[config.mk]
export PLATFORM = sky130hd
export DESIGN_NAME = reg_file_responder_flat
export DESIGN_NICKNAME = d
export VERILOG_FILES = /design/src/rtl/reg_file_responder_if.sv /design/src/rtl/reg_file_responder.sv /design/src/flat_wrapper.sv
export SDC_FILE = /design/constraint.sdc
export NUM_CORES = 2
export LEC_CHECK = 0
export ABC_AREA = 1
export BUFFER_PORTS_ARGS = -buffer_cell sky130_fd_sc_hd__buf_4
export CAP_MARGIN = 0
export CORE_ASPECT_RATIO = 1.75
export CORE_UTILIZATION = 35
export CTS_CLUSTER_SIZE = 8
export DETAILED_ROUTE_END_ITERATION = 8
export GPL_ROUTABILITY_DRIVEN = 0
export PLACE_DENSITY = 0.61
export SLEW_MARGIN = 10
export SYNTH_ARGS = -nofsm -noshare
export SYNTH_HDL_FRONTEND = slang
export SYNTH_SLANG_ARGS = --single-unit
[constraint.sdc]
create_clock -name clock -period 7.93 [get_ports clock]
set_clock_uncertainty 0.15 [all_clocks]
set_input_delay 0.3965 -clock clock [delete_from_list [all_inputs] [get_ports clock]]
set_output_delay 0.3965 -clock clock [all_outputs]
set_load 0.02 [all_outputs]
[src/rtl/reg_file_responder_if.sv]
// Register-file bus: write-back token, decode read request and status outputs.
// Latency: n/a (signal bundle only).
// Backpressure: none; tokens are single-cycle pulses with no ready signal.
interface reg_file_responder_if #(
  parameter int DATA_W = 32,
  parameter int ADDR_W = 5,
  parameter int CNT_W  = 16
);
  logic              rd_stage_in;
  logic [ADDR_W-1:0] rs_addr;
  logic [ADDR_W-1:0] rt_addr;
  logic [DATA_W-1:0] read_data1;
  logic [DATA_W-1:0] read_data2;
  logic              rd_stage_out;
  logic              wb_stage_in;
  logic              wb_en;
  logic [ADDR_W-1:0] wb_addr;
  logic [DATA_W-1:0] wb_data;
  logic              wb_stage_out;
  logic [CNT_W-1:0]  wr_count;
  logic              overlap_err;

  // Pipeline side: issues tokens, consumes read data and status
  modport master (
    output rd_stage_in, rs_addr, rt_addr,
    output wb_stage_in, wb_en, wb_addr, wb_data,
    input  read_data1, read_data2, rd_stage_out,
    input  wb_stage_out, wr_count, overlap_err
  );

  // Register-file side: consumes tokens, produces read data and status
  modport slave (
    input  rd_stage_in, rs_addr, rt_addr,
    input  wb_stage_in, wb_en, wb_addr, wb_data,
    output read_data1, read_data2, rd_stage_out,
    output wb_stage_out, wr_count, overlap_err
  );
endinterface

[src/rtl/reg_file_responder.sv]
// Register file closing the write-back token ring and serving decode operand reads (write-first bypass).
// Latency: 1 cycle from input token to output token / registered read data.
// Backpressure: none; a token is accepted every cycle and each yields its own output pulse.
module reg_file_responder #(
  parameter int DATA_W = 32,
  parameter int ADDR_W = 5,
  parameter int CNT_W  = 16
) (
  input logic                 clock,
  input logic                 reset_n,
  reg_file_responder_if.slave bus
);

  localparam int NUM_REGS = 2 ** ADDR_W;

  logic [DATA_W-1:0] regs_q [NUM_REGS];
  logic [DATA_W-1:0] read_data1_q, read_data1_d;
  logic [DATA_W-1:0] read_data2_q, read_data2_d;
  logic              rd_stage_out_q, rd_stage_out_d;
  logic              wb_stage_out_q, wb_stage_out_d;
  logic [CNT_W-1:0]  wr_count_q, wr_count_d;
  logic              overlap_err_q, overlap_err_d;
  logic              wr_commit;

  // A write only lands when the token is present, enabled and not aimed at the zero register
  assign wr_commit = bus.wb_stage_in & bus.wb_en & (bus.wb_addr != '0);

  // Next-state: operand fetch with write-first bypass, token return, saturating count, sticky overlap
  always_comb begin
    read_data1_d   = read_data1_q;
    read_data2_d   = read_data2_q;
    rd_stage_out_d = bus.rd_stage_in;
    wb_stage_out_d = bus.wb_stage_in;
    wr_count_d     = wr_count_q;
    overlap_err_d  = overlap_err_q | (bus.rd_stage_in & bus.wb_stage_in);

    if (bus.rd_stage_in) begin
      if (bus.rs_addr == '0) begin
        read_data1_d = '0;
      end else if (wr_commit && (bus.wb_addr == bus.rs_addr)) begin
        read_data1_d = bus.wb_data;
      end else begin
        read_data1_d = regs_q[bus.rs_addr];
      end

      if (bus.rt_addr == '0) begin
        read_data2_d = '0;
      end else if (wr_commit && (bus.wb_addr == bus.rt_addr)) begin
        read_data2_d = bus.wb_data;
      end else begin
        read_data2_d = regs_q[bus.rt_addr];
      end
    end

    if (wr_commit && (wr_count_q != '1)) begin
      wr_count_d = wr_count_q + {{(CNT_W-1){1'b0}}, 1'b1};
    end
  end

  // Architectural registers; entry 0 is never written so it stays zero after reset
  always_ff @(posedge clock) begin
    if (!reset_n) begin
      for (int i = 0; i < NUM_REGS; i++) begin
        regs_q[i] <= '0;
      end
    end else if (wr_commit) begin
      regs_q[bus.wb_addr] <= bus.wb_data;
    end
  end

  // Output registers; reset also drops any token that would have fired next cycle
  always_ff @(posedge clock) begin
    if (!reset_n) begin
      read_data1_q   <= '0;
      read_data2_q   <= '0;
      rd_stage_out_q <= 1'b0;
      wb_stage_out_q <= 1'b0;
      wr_count_q     <= '0;
      overlap_err_q  <= 1'b0;
    end else begin
      read_data1_q   <= read_data1_d;
      read_data2_q   <= read_data2_d;
      rd_stage_out_q <= rd_stage_out_d;
      wb_stage_out_q <= wb_stage_out_d;
      wr_count_q     <= wr_count_d;
      overlap_err_q  <= overlap_err_d;
    end
  end

  assign bus.read_data1   = read_data1_q;
  assign bus.read_data2   = read_data2_q;
  assign bus.rd_stage_out = rd_stage_out_q;
  assign bus.wb_stage_out = wb_stage_out_q;
  assign bus.wr_count     = wr_count_q;
  assign bus.overlap_err  = overlap_err_q;

endmodule

[src/flat_wrapper.sv]
// flat-port wrapper written by rule: the top's interface ports become plain ports
module reg_file_responder_flat 
#(
  parameter int DATA_W = 32,
  parameter int ADDR_W = 5,
  parameter int CNT_W  = 16
)
  (clock, reset_n, bus_rd_stage_in, bus_rs_addr, bus_rt_addr, bus_wb_stage_in, bus_wb_en, bus_wb_addr, bus_wb_data, bus_read_data1, bus_read_data2, bus_rd_stage_out, bus_wb_stage_out, bus_wr_count, bus_overlap_err);
  reg_file_responder_if #(.DATA_W(DATA_W), .ADDR_W(ADDR_W), .CNT_W(CNT_W)) bus_i ();
  input logic clock;
  input logic reset_n;
  input wire logic [$bits(bus_i.rd_stage_in)-1:0] bus_rd_stage_in;
  input wire logic [$bits(bus_i.rs_addr)-1:0] bus_rs_addr;
  input wire logic [$bits(bus_i.rt_addr)-1:0] bus_rt_addr;
  input wire logic [$bits(bus_i.wb_stage_in)-1:0] bus_wb_stage_in;
  input wire logic [$bits(bus_i.wb_en)-1:0] bus_wb_en;
  input wire logic [$bits(bus_i.wb_addr)-1:0] bus_wb_addr;
  input wire logic [$bits(bus_i.wb_data)-1:0] bus_wb_data;
  output wire logic [$bits(bus_i.read_data1)-1:0] bus_read_data1;
  output wire logic [$bits(bus_i.read_data2)-1:0] bus_read_data2;
  output wire logic [$bits(bus_i.rd_stage_out)-1:0] bus_rd_stage_out;
  output wire logic [$bits(bus_i.wb_stage_out)-1:0] bus_wb_stage_out;
  output wire logic [$bits(bus_i.wr_count)-1:0] bus_wr_count;
  output wire logic [$bits(bus_i.overlap_err)-1:0] bus_overlap_err;
  assign bus_i.rd_stage_in = bus_rd_stage_in;
  assign bus_i.rs_addr = bus_rs_addr;
  assign bus_i.rt_addr = bus_rt_addr;
  assign bus_i.wb_stage_in = bus_wb_stage_in;
  assign bus_i.wb_en = bus_wb_en;
  assign bus_i.wb_addr = bus_wb_addr;
  assign bus_i.wb_data = bus_wb_data;
  assign bus_read_data1 = bus_i.read_data1;
  assign bus_read_data2 = bus_i.read_data2;
  assign bus_rd_stage_out = bus_i.rd_stage_out;
  assign bus_wb_stage_out = bus_i.wb_stage_out;
  assign bus_wr_count = bus_i.wr_count;
  assign bus_overlap_err = bus_i.overlap_err;
  reg_file_responder #(.DATA_W(DATA_W), .ADDR_W(ADDR_W), .CNT_W(CNT_W)) u_core (.clock(clock), .reset_n(reset_n), .bus(bus_i));
endmodule
==> metrics.md <==
| Metric | Value |
|---|---|
| Most frequent cells in the layout | nand2_1, nor2_1, nand3_1, edfxtp_1, inv_1 |
| R2r worst-path depth | 11 |
| Largest net degree at the start of global routing | 176 |
| Max IR drop VDD | 0.1543 mV |
| RSZ-0062 raised after global routing | no |
| Status | finished with violations |
| Syn Std Cell Area | between 0.06 and 0.07 mm² |
| Hpwl dp | ~150000 µm |
| Root Driver | clkbuf_16 |
| Tcrit/Tclk final | 0.5351 |
| R2r endpoint | u_core.bus.wr_count[11] |
| CTS Buf Count | 164 |
| H-Tree Depth | 4 |
| Final worst setup slack | around 3700 ps |
| Layout net count | 8464 |
| Startpoint types | input port |
| Slew Viols, Final | 0 |
| Critical-path maximum fanout | 33 |
| Post-synth EDFFs | slightly above 1k |
| Fillers | around 18k |
| HP Class | input port to flop |
| Synthesis-stage register bit count | roughly 1.1k |
| Register area | 0.03241 mm² |
| Mapped Avg Cell Area | about 7.4 µm² |
| Final setup viols | 0 |
| Most common cell after layout, fill and taps aside | nand2_1 |
| First-pass GRT wire length | roughly 380000 µm |
| Post-synth cell types | 28 |
| WL final | 271400 µm |
| Total track usage | 0.2887 |
| Critical path startpoint | reset_n |
| Measured slew at the worst slew-check pin | roughly 1300 ps |
| Via count of the routed design | about 61k |
| Reg power frac | 0.443 |
| P_int | about 11 mW |
| Setup WS pre-CTS | between 3000 and 4000 ps |
| Clock-pin slew on the worst setup and hold paths | 60 ps |
| Sw frac | 0.2847 |
| Multi-input logic area | about 0.025 mm² |
| Vias in the first global route | 57.56k |
| DRT Pass-1 Iters | 9 |
| Pwr Density | 219.8 mW/mm² |
| Post-synth top area share | 0.4856 |
| CP endpoint kind | flop |
| Congestion Overflow GR | 0 |
| Final non-filler cell total | approximately 11k |
| Layout cells sized above 1 | 0.05771 |
| Post-synthesis sequential area ratio | 0.5119 |
| Setup TNS | 0 ps |
| Peak Freq | roughly 240 MHz |
| Worst EP required | around 8200 ps |
| Gate count after technology mapping | about 8.6k |
| Top cells by area, synth | edfxtp_1, nand2_1, nor2_1 |
| Max cap viols | 0 |
| Most used DFF post-synth | edfxtp_1 |
| Rel. slew slack | 0.1072 |
| Synth area leader | edfxtp_1 |
| Antenna-violating nets left | 0 |
| Final Critical Period | between 4000 and 5000 ps |
| CTS Sinks | 1107 |
| Port Buffers | roughly 130 |
| Synth Warn # | 0 |
| Final Hold Fails | 0 |
| Clk_lat worst skew | 830 ps |
| Clk pwr share | 0.422 |
| Leak | ~31 nW |
| Reg-to-reg slack, setup | around 5600 ps |
| Failing checks | DRC |
| NetSw | 4.394 mW |
| Ys async rst share | 0 |
| CTS tree | yes |
| Die width | ~320 µm |
| Top Ports | approximately 140 |
| Hold path startpoint | bus_wb_addr[3] |
| Inst Count DP | 10.60k |
| Clk buf depth | 4 |
| Die height | 564.7 µm |
| Vias per Instance | about 5.6 |
| Core ar. | around 0.18 mm² |
| Arr. time, crit path | about 4500 ps |
| Final hold slack | around 290 ps |
| Comb power frac | 0.135 |
| # rows | 206 |
| Total power | roughly 15 mW |
| Area growth from synthesis to layout | 10.90% |
| Initial core utilization | 0.3520 |
| Crit path kind | input port to flop |
| Full die area | 0.1827 mm² |
| Drt wl/cell | 24.93 µm |
| DR iter-0 viols | roughly 8.3k |
| Crit path to | u_core.regs_q[22][6] |
| Initial antenna violation count | 14 |
| DR DRC count | 5 |
| RR Startpoint | u_core.bus.wr_count[0] |
==> per-stage QoR <==
stage	area (µm²)	util
final	70220	0.3903
after global routing	70220	0.3903
after CTS	70210	0.3903
after detailed placement	65330	0.3631
after global placement	65330	0.3631
after floorplan	63440	-
==> repair_timing <==
action,in CTS,in global routing
gates resized for setup,0,0
endpoints found under the setup margin,0,0
hold buffers,37,0
buffers inserted,0,0
endpoints found under the hold margin,88,0
==> synth_stat cells (2+ instances only) <==
master	n
nand2_2	2
inv_2	3
dfxtp_1	83
nor3_4	3
inv_1	770
buf_6	74
o21bai_1	64
nor2_1	1781
dlygate4sd1_1	18
a21oi_1	74
buf_4	3
buf_2	186
nor3_1	15
xor2_1	4
clkbuf_1	310
nand3_1	1165
nand4_1	5
o21ai_0	10
edfxtp_1	1024
buf_1	50
nand2_1	2924
xnor2_1	8
==> critical path, cell delays in order <==
cell	delay [ps]
dlygate4sd3_1	520
buf_4	350
inv_4	240
nor2_2	190
inv_1	140
nor3_4	350
nand2_2	810
nand2_2	1350
==> power by group through the flow <==
stage / sequential [mW] / clock (mW) / combinational (mW)
2_1_floorplan: 6.93 / 0 / 1.19
3_3_place_gp: 6.94 / 0 / 1.98
3_5_place_dp: 6.95 / 0 / 2.00
4_1_cts: 6.83 / 6.49 / 2.02
5_1_grt: 6.86 / 6.68 / 2.21
6_report: 6.84 / 6.51 / 2.09
==> worst min-delay path by stage <==
stage	end	slack (ps)	cells past startpoint
2_1_floorplan	u_core.bus.rd_stage_out	340	2
3_3_place_gp	u_core.bus.overlap_err	300	2
3_5_place_dp	u_core.bus.overlap_err	300	2
4_1_cts	u_core.bus.read_data2[22]	240	6
5_1_grt	u_core.regs_q[19][29]	300	4
6_report	u_core.regs_q[19][29]	290	4
==> kinds of logic after synthesis <==
| kind of cell | synth area share |
|---|---|
| flops | 0.5119 |
| compound gates | 0.01423 |
| other cells | 0.00005922 |
| fa+ha+maj | 0.0001976 |
| buf+inv | 0.09787 |
| simple gates | 0.3741 |
| xor+xnor | 0.001660 |
==> registers in the layout, summed over array words and instances (netlist names) <==
name,flops
u_core.bus.overlap_err,1
u_core.bus.rd_stage_out,1
u_core.bus.read_data1,32
u_core.bus.read_data2,32
u_core.bus.wb_stage_out,1
u_core.bus.wr_count,16
u_core.regs_q,1024
==> metal layers <==
layer	vias to the layer above	track usage	wire length (µm)
li1	26490	-	-
met1	28424	0.3142	87230
met2	4411	0.4762	126300
met3	1248	0.05836	30740
met4	18	0.2537	26930
met5	-	0	118
==> cell type report <==
cell class,count,area share
sequential,1107,0.4616
multi-input combinational,6092,0.3566
antenna,2,0.00007127
timing repair buffer,273,0.03307
tap,2392,0.04262
inverter,773,0.04175
clock inverter,3,0.0004633
clock buffer,242,0.06383
No activity file was read; power rests on OpenSTA's default activity.
